--- config.mk ---
export PLATFORM = sky130hd
export DESIGN_NAME = dmem_lsu_arbiter
export DESIGN_NICKNAME = d
export VERILOG_FILES = /design/src/rtl/dmem_lsu_arbiter.sv
export SDC_FILE = /design/constraint.sdc
export NUM_CORES = 1
export LEC_CHECK = 0
export ABC_AREA = 1
export CAP_MARGIN = 20
export CORE_UTILIZATION = 42
export DETAILED_ROUTE_END_ITERATION = 12
export PLACE_DENSITY = 0.85
export SLEW_MARGIN = 30
export SYNTH_ARGS = -nofsm -noshare
export SYNTH_HDL_FRONTEND = slang
export SYNTH_SLANG_ARGS = --single-unit
export TNS_END_PERCENT = 20
--- constraint.sdc ---
create_clock -name clk -period 5.94 [get_ports clk]
set_input_delay 1.188 -clock clk [delete_from_list [all_inputs] [get_ports clk]]
set_output_delay 1.188 -clock clk [all_outputs]
set_load 0.02 [all_outputs]
--- src/rtl/dmem_lsu_arbiter.sv ---
// dmem_lsu_arbiter: shares one word-wide data memory between two LSU lanes.
// Round-robin grant, one outstanding request, sub-word loads by lane
// extraction and sub-word stores by read-modify-write.
module dmem_lsu_arbiter #(
    parameter int ADDR_W = 32
) (
    input  logic                   clk,
    input  logic                   rst_n,
    input  logic [1:0]             req_valid,
    output logic [1:0]             req_ready,
    input  logic [1:0]             req_we,
    input  logic [1:0][1:0]        req_size,
    input  logic [1:0]             req_unsigned,
    input  logic [1:0][ADDR_W-1:0] req_addr,
    input  logic [1:0][31:0]       req_wdata,
    output logic [1:0]             resp_valid,
    output logic [1:0]             resp_err,
    output logic [1:0][31:0]       resp_rdata,
    output logic [ADDR_W-1:0]      mem_addr,
    output logic [31:0]            mem_wdata,
    output logic                   mem_read,
    output logic                   mem_write,
    input  logic [31:0]            mem_rdata
);

    typedef enum logic [1:0] {IDLE, ACCESS, WRITE} state_t;

    localparam logic [1:0] SZ_BYTE = 2'b00;
    localparam logic [1:0] SZ_HALF = 2'b01;
    localparam logic [1:0] SZ_WORD = 2'b10;
    localparam logic [1:0] SZ_ILL  = 2'b11;

    state_t              state, state_d;
    logic                rr_ptr;
    logic                lane_q, we_q, uns_q;
    logic [1:0]          size_q;
    logic [ADDR_W-1:0]   addr_q;
    logic [31:0]         wdata_q, merged_q;

    logic                grant_any, grant_lane;
    logic                misaligned, subword;
    logic [7:0]          byte_sel;
    logic [15:0]         half_sel;
    logic [31:0]         load_data, merged;
    logic                rd_en, wr_en;

    // Round-robin grant: only in IDLE, one lane at most, pointer breaks ties.
    always_comb begin
        // NOTE: every signal written here gets a default first, so no path can leave it unassigned and infer a latch.
        grant_any  = 1'b0;
        grant_lane = 1'b0;
        if (state == IDLE) begin
            case (req_valid)
                2'b01:   begin grant_any = 1'b1; grant_lane = 1'b0;   end
                2'b10:   begin grant_any = 1'b1; grant_lane = 1'b1;   end
                2'b11:   begin grant_any = 1'b1; grant_lane = rr_ptr; end
                default: ;
            endcase
        end
        req_ready = (grant_any && rst_n) ? (2'b01 << grant_lane) : 2'b00;
    end

    // Request decode, load lane extraction/extension and store merge.
    always_comb begin
        misaligned = (size_q == SZ_ILL) ||
                     (size_q == SZ_HALF && addr_q[0]) ||
                     (size_q == SZ_WORD && addr_q[1:0] != 2'b00);
        subword    = (size_q == SZ_BYTE) || (size_q == SZ_HALF);
        byte_sel   = mem_rdata[{addr_q[1:0], 3'b000} +: 8];
        half_sel   = addr_q[1] ? mem_rdata[31:16] : mem_rdata[15:0];
        case (size_q)
            SZ_BYTE: load_data = {{24{~uns_q & byte_sel[7]}}, byte_sel};
            SZ_HALF: load_data = {{16{~uns_q & half_sel[15]}}, half_sel};
            default: load_data = mem_rdata;
        endcase
        merged = mem_rdata;
        if (size_q == SZ_BYTE) merged[{addr_q[1:0], 3'b000} +: 8] = wdata_q[7:0];
        else                   merged[{addr_q[1], 4'b0000} +: 16] = wdata_q[15:0];
    end

    // Next state and memory-side outputs; strobes are killed while in reset.
    always_comb begin
        state_d   = state;
        rd_en     = 1'b0;
        wr_en     = 1'b0;
        mem_addr  = '0;
        mem_wdata = '0;
        case (state)
            IDLE: if (grant_any) state_d = ACCESS;
            ACCESS: begin
                mem_addr = {addr_q[ADDR_W-1:2], 2'b00};
                if (misaligned) begin
                    state_d = IDLE;
                end else if (!we_q) begin
                    rd_en   = 1'b1;
                    state_d = IDLE;
                end else if (!subword) begin
                    wr_en     = 1'b1;
                    mem_wdata = wdata_q;
                    state_d   = IDLE;
                end else begin
                    rd_en   = 1'b1;
                    state_d = WRITE;
                end
            end
            WRITE: begin
                mem_addr  = {addr_q[ADDR_W-1:2], 2'b00};
                wr_en     = 1'b1;
                mem_wdata = merged_q;
                state_d   = IDLE;
            end
            default: state_d = IDLE;
        endcase
        mem_read  = rd_en & rst_n;
        mem_write = wr_en & rst_n;
    end

    // State register.
    always_ff @(posedge clk) begin
        // NOTE: sequential state uses non-blocking assignments so every flop samples pre-edge values.
        if (!rst_n) state <= IDLE;
        else        state <= state_d;
    end

    // Request capture, pointer update and response generation.
    always_ff @(posedge clk) begin
        // NOTE: the latched request fields are always written before use, so only control and response flops are reset.
        if (!rst_n) begin
            rr_ptr     <= 1'b0;
            resp_valid <= 2'b00;
            resp_err   <= 2'b00;
            resp_rdata <= '0;
        end else begin
            resp_valid <= 2'b00;
            resp_err   <= 2'b00;
            case (state)
                IDLE: if (grant_any) begin
                    lane_q  <= grant_lane;
                    we_q    <= req_we[grant_lane];
                    size_q  <= req_size[grant_lane];
                    uns_q   <= req_unsigned[grant_lane];
                    addr_q  <= req_addr[grant_lane];
                    wdata_q <= req_wdata[grant_lane];
                    rr_ptr  <= ~grant_lane;
                end
                ACCESS: begin
                    if (misaligned) begin
                        resp_valid[lane_q] <= 1'b1;
                        resp_err[lane_q]   <= 1'b1;
                        resp_rdata[lane_q] <= '0;
                    end else if (!we_q) begin
                        resp_valid[lane_q] <= 1'b1;
                        resp_rdata[lane_q] <= load_data;
                    end else if (!subword) begin
                        resp_valid[lane_q] <= 1'b1;
                    end else begin
                        merged_q <= merged;
                    end
                end
                WRITE: resp_valid[lane_q] <= 1'b1;
                default: ;
            endcase
        end
    end

endmodule

After elaboration in Yosys (flattened, before gate mapping). Cells that the tools add are included.

Shift-type cells: 6. Bitwise operators: 9. Reduce and logical (&&, ||, !) cells: 17. Mux-type cells: 49. $add $sub $neg: 2. Equality and inequality tests: 10. $lt $le $gt $ge: 3.

Operators by type and width (number): $mux W32 (10); $mux W64 (2); $pmux W32 S2 (2); $and A64 B64 Y64 (1); $bwmux W32 (2); $bwmux W64 (1); $not A64 Y64 (1); $demux W32 S1 (1); $shift A16 B7 Y32 const A (1); $shift A8 B7 Y32 const A (1); $shiftx A16 B7 Y32 (1); $shiftx A32 B6 Y8 (1); $shiftx A8 B7 Y32 (1); $mux W2 (10); $mux W16 (1); $mux W1 (15); $neg A5 Y7 (2); $eq A2 B2 Y1 const B (5); $pmux W2 S2 (2); $eq A2 B1 Y1 const B (3); $reduce_and A3 Y1 (2); $reduce_and A5 Y1 (1); $and A1 B1 Y1 (4); $logic_and A1 B1 Y1 (4); other kinds (14) (22).

Register bits: 172. Logic and storage cells: 109.

Longest topological paths before layout.
Depth after elaboration: 8. Mapped depth: 13.

Worst setup path before layout. Ideal clock, no wire load.

Kind: in2out. Start point: input req_valid[1]. End point: output req_ready[0]. Setup slack: -228 ps. Buffers on the path: 0. Data arrival time: 4980 ps. Stages on the path: 6. Cell sequence: nor2_1 > nor2_1 > inv_1 > nor2_1 > inv_1 > nor2_1.

Cells in the longest elaborated chain, start to end: 6.

Ends and longest elaborated chain: from (decl) (RTL line 9) `input logic [1:0] req_valid,`; $eq A2 B2 Y1 / $eq A2 B1 Y1 (equally long branches) (RTL line 53) `case (req_valid)`; $reduce_or A3 Y1 (no source line); $mux W1 (RTL line 53); $mux W1 (RTL line 52) `if (state == IDLE) begin`; $logic_and A1 B1 Y1 (RTL line 60) `req_ready = (grant_any && rst_n) ? (2'b01 << grant_lane) : 2'b00;`; $mux W2 * (RTL line 60); to (decl) (RTL line 10) `output logic [1:0] req_ready,`.

Mark *: on every way between the ends. The rest lies on a longest branch, timed or not.

Worst setup path in the final report.
Start point: register addr_q[1]. End point: output mem_write.

Cells in the longest elaborated chain, start to end: 6.

Ends and longest elaborated chain: from (decl) (RTL line 37) `logic [ADDR_W-1:0] addr_q;`; from (signal assigned) (RTL line 142) `addr_q <= req_addr[grant_lane];`; $reduce_bool A2 Y1 (RTL line 67) `(size_q == SZ_WORD && addr_q[1:0] != 2'b00);`; $logic_and A1 B1 Y1 (RTL line 67); $logic_or A1 B1 Y1 (RTL line 66) `(size_q == SZ_HALF && addr_q[0]) ||`; $mux W1 (RTL line 92) `if (misaligned) begin`; $pmux W1 S2 (RTL line 88) `case (state)`; $and A1 B1 Y1 (RTL line 115) `mem_write = wr_en & rst_n;`; to (decl) (RTL line 22) `output logic mem_write,`.

Every way passes these cells.

==> metrics.md <==
| Metric | Value |
|---|---|
| Status | `finished, final reports clean` |
| Area after DPL | `~12000 sq um` |
| Final worst-path cycle share | `0.804` |
| Area of the die | `~22000 sq um` |
| Via/cell ratio | `between 5 and 6` |
| Lkg Pwr | `approximately 5 nW` |
| Initial Utilization | `0.429` |
| Hold_ws | `around 0.46 ns` |
| Postcts setup bufs | `0` |
| Crit path kind | `reg2out` |
| Clock Path Buffers | `2` |
| Die extent in x | `around 150 um` |
| Total wire length | `30700 um` |
| ANT cells | `0` |
| Fin. Hold Viols | `0` |
| Synth unique cells | `33` |
| CTS buffer count | `17` |
| Placed insts | `1708` |
| Fmax | `approximately 210 MHz` |
| P&R area growth vs syn | `40.5%` |
| Startpoint types | `flop` |
| Non-Filler Instances | `1740` |
| Vias in the first global route | `~8800` |
| Largest net degree at the start of global routing | `70` |
| Post-route ant nets | `0` |
| CP max stage cell | `clkdlybuf4s50_1` |
| RSZ-0062 raised after global routing | `no` |
| Max-cap viol count | `0` |
| Clk slew on worst S/H paths | `roughly 0.07 ns` |
| Crit end category | `output port` |
| Synthesized instance count | `1199` |
| GRT Overall Usage | `0.280` |
| Total clock sinks | `approximately 170` |
| RePlAce Congestion | `around 0.91` |
| Hold Path Class | `reg2reg` |
| CTS H-tree lvls | `4` |
| Routed via count | `about 9000` |
| Share of layout cells above drive strength 1 | `0.0457` |
| Slew HR | `0.379` |
| Final Net Count | `between 1500 and 2000` |
| CTS tree | `done` |
| DRT Pass-1 Iters | `5` |
| Clock Skew | `slightly below 0.008 ns` |
| Slew Viols, Final | `0` |
| CORE AREA | `21000 sq um` |
| Worst Slack Setup Final | `about 1.2 ns` |
| DR iter-0 viols | `roughly 750` |
| PwrDens | `~240 nW/um^2` |
| Yosys synthesis warning count | `0` |
| Final min period | `4.77 ns` |
| PortBufs | `a little over 300` |
| Synthesized area | `approximately 9000 sq um` |
| Pre-CTS setup slack | `roughly 1.5 ns` |
| WL per Instance | `17.7 um` |
| Most common cell after layout, fill and taps aside | `nand2_1` |
| Post-CTS resize count | `0` |
| Post-CTS Hold Fix Bufs | `0` |
| Commonest cells after routing, fill and taps aside | `473 x nand2_1, 305 x clkdlybuf4s50_1, 122 x a21oi_1` |
| Fin area | `12700 sq um` |
| Critical path cell sequence | `inv_2, ha_1, nand2_1, nand3_2, nand3_1, a211oi_1, clkdlybuf4s50_1` |
| DRC | `0` |
| Worst path arrival time | `3.58 ns` |
| First-pass GRT wire length | `about 47000 um` |
| Die Ht | `approximately 150 um` |
| Critical Path Fanout Max | `35` |
| IO Count | `between 300 and 400` |
| Num rows | `between 50 and 60` |
| Initial antenna violation count | `0` |
| Worst R2R Path Depth | `9` |
| Hold Path Depth | `2` |
| CP max stage delay | `between 0.7 and 0.8 ns` |
| Setup Viol. Count Final | `0` |
| Worst endpoint required time | `4.75 ns` |
| Total grt overflow | `0` |
| VDD IR-drop max | `around 0.19 mV` |
| Sequential fraction of the synthesis area | `0.493` |
| Setup TNS | `0 ns` |
| Root Driver | `clkbuf_16` |
| Syn avg cell area | `7.53 sq um` |
| DP HPWL | `approximately 23000 um` |
| Yosys reg bits | `approximately 170` |
| Worst-Skew Late Latency | `between 0.4 and 0.5 ns` |
| Tightest Pin Transition | `around 0.93 ns` |
## critical path: cells and delay by family, from the launching register on
| kind | cells | cell delay, ns |
|---|---|---|
| compound gates | 1 | 0.28 |
| flops | 1 | 0.41 |
| simple gates | 3 | 0.83 |
| fa+ha+maj | 1 | 0.50 |
| buf+inv | 2 | 1.14 |
## metrics by stage
stage,utilization,total power [mW]
2_1_floorplan,-,1.77
3_3_place_gp,0.579,2.07
3_5_place_dp,0.579,2.08
4_1_cts,0.604,3.08
5_1_grt,0.604,3.20
6_report,0.604,3.07
## registers in the layout (all words and copies together), names as in the netlist
signal	cells
we_q	1
merged_q	32
addr_q	32
wdata_q	32
size_q	2
resp_err	2
rr_ptr	1
lane_q	1
resp_valid	2
state	2
uns_q	1
resp_rdata	64
## path summary, 6_finish.rpt
kind | from | end | slack (ns)
max reg2reg | addr_q[1]$_DFFE_PP_ | resp_rdata[44]$_SDFFE_PN0P_ | 2.63
min reg2reg | resp_rdata[17]$_SDFFE_PN0P_ | resp_rdata[17]$_SDFFE_PN0P_ | 0.46
max | addr_q[1]$_DFFE_PP_ | mem_write | 1.17
min | resp_rdata[17]$_SDFFE_PN0P_ | resp_rdata[17]$_SDFFE_PN0P_ | 0.46
## Yosys cell counts
master    number  area share
nand2_1      473        0.20
a21oi_1      122       0.068
edfxtp_1     101        0.34
inv_1         82       0.034
dfxtp_1       71        0.16
nand3_1       70       0.039
o21ai_0       58       0.032
clkbuf_1      44       0.018
nand4_1       38       0.026
buf_2         26       0.014
nor2_1        24       0.010
o22ai_1       24       0.017
a22oi_1        9      0.0075
buf_1          9      0.0037
inv_2          9      0.0037
ha_1           8       0.011
o21ai_1        5      0.0028
buf_4          3      0.0025
buf_6          3      0.0037
a211oi_1       2      0.0017
nand2_2        2      0.0014
nand2_4        2      0.0025
nor2_4         2      0.0025
nor3_1         2      0.0011
or2_1          2      0.0014
a21oi_2        1     0.00097
a31o_2         1     0.00097
clkinv_1       1     0.00042
conb_1         1     0.00042
nand3_2        1      0.0011
nor2_2         1     0.00069
nor3b_1        1     0.00083
or2_2          1     0.00069
## power breakdown
part | internal (mW) | switching (mW)
Combinational | 0.267 | 0.414
Sequential | 1.34 | 0.0349
Clock | 0.538 | 0.475
Total | 2.15 | 0.924
## routing by layer
layer | GRT usage | wire length, um | vias up
met2 | 0.485 | 15200 | 402
met4 | 0.122 | 1130 | 0
li1 | - | - | 4466
met3 | 0.0506 | 1990 | 64
met5 | 0 | 0 | -
met1 | 0.338 | 12400 | 4259
## cells by family after synthesis
family / synth area share
DFF: 0.493
and+or+nand+nor: 0.284
buffers and inverters: 0.0809
AOI/OAI and AO/OA: 0.130
adders and majority gates: 0.0111
other: 0.000415
## area by class of cell
class,count,area (sq um)
clock inverter,13,91.3
clock buffer,19,433
inverter,92,345
fill,1891,8330
timing repair buffer,318,3150
multi-input combinational,851,3870
sequential,172,4450
tap,275,344
(Power assumes the default switching activity.)
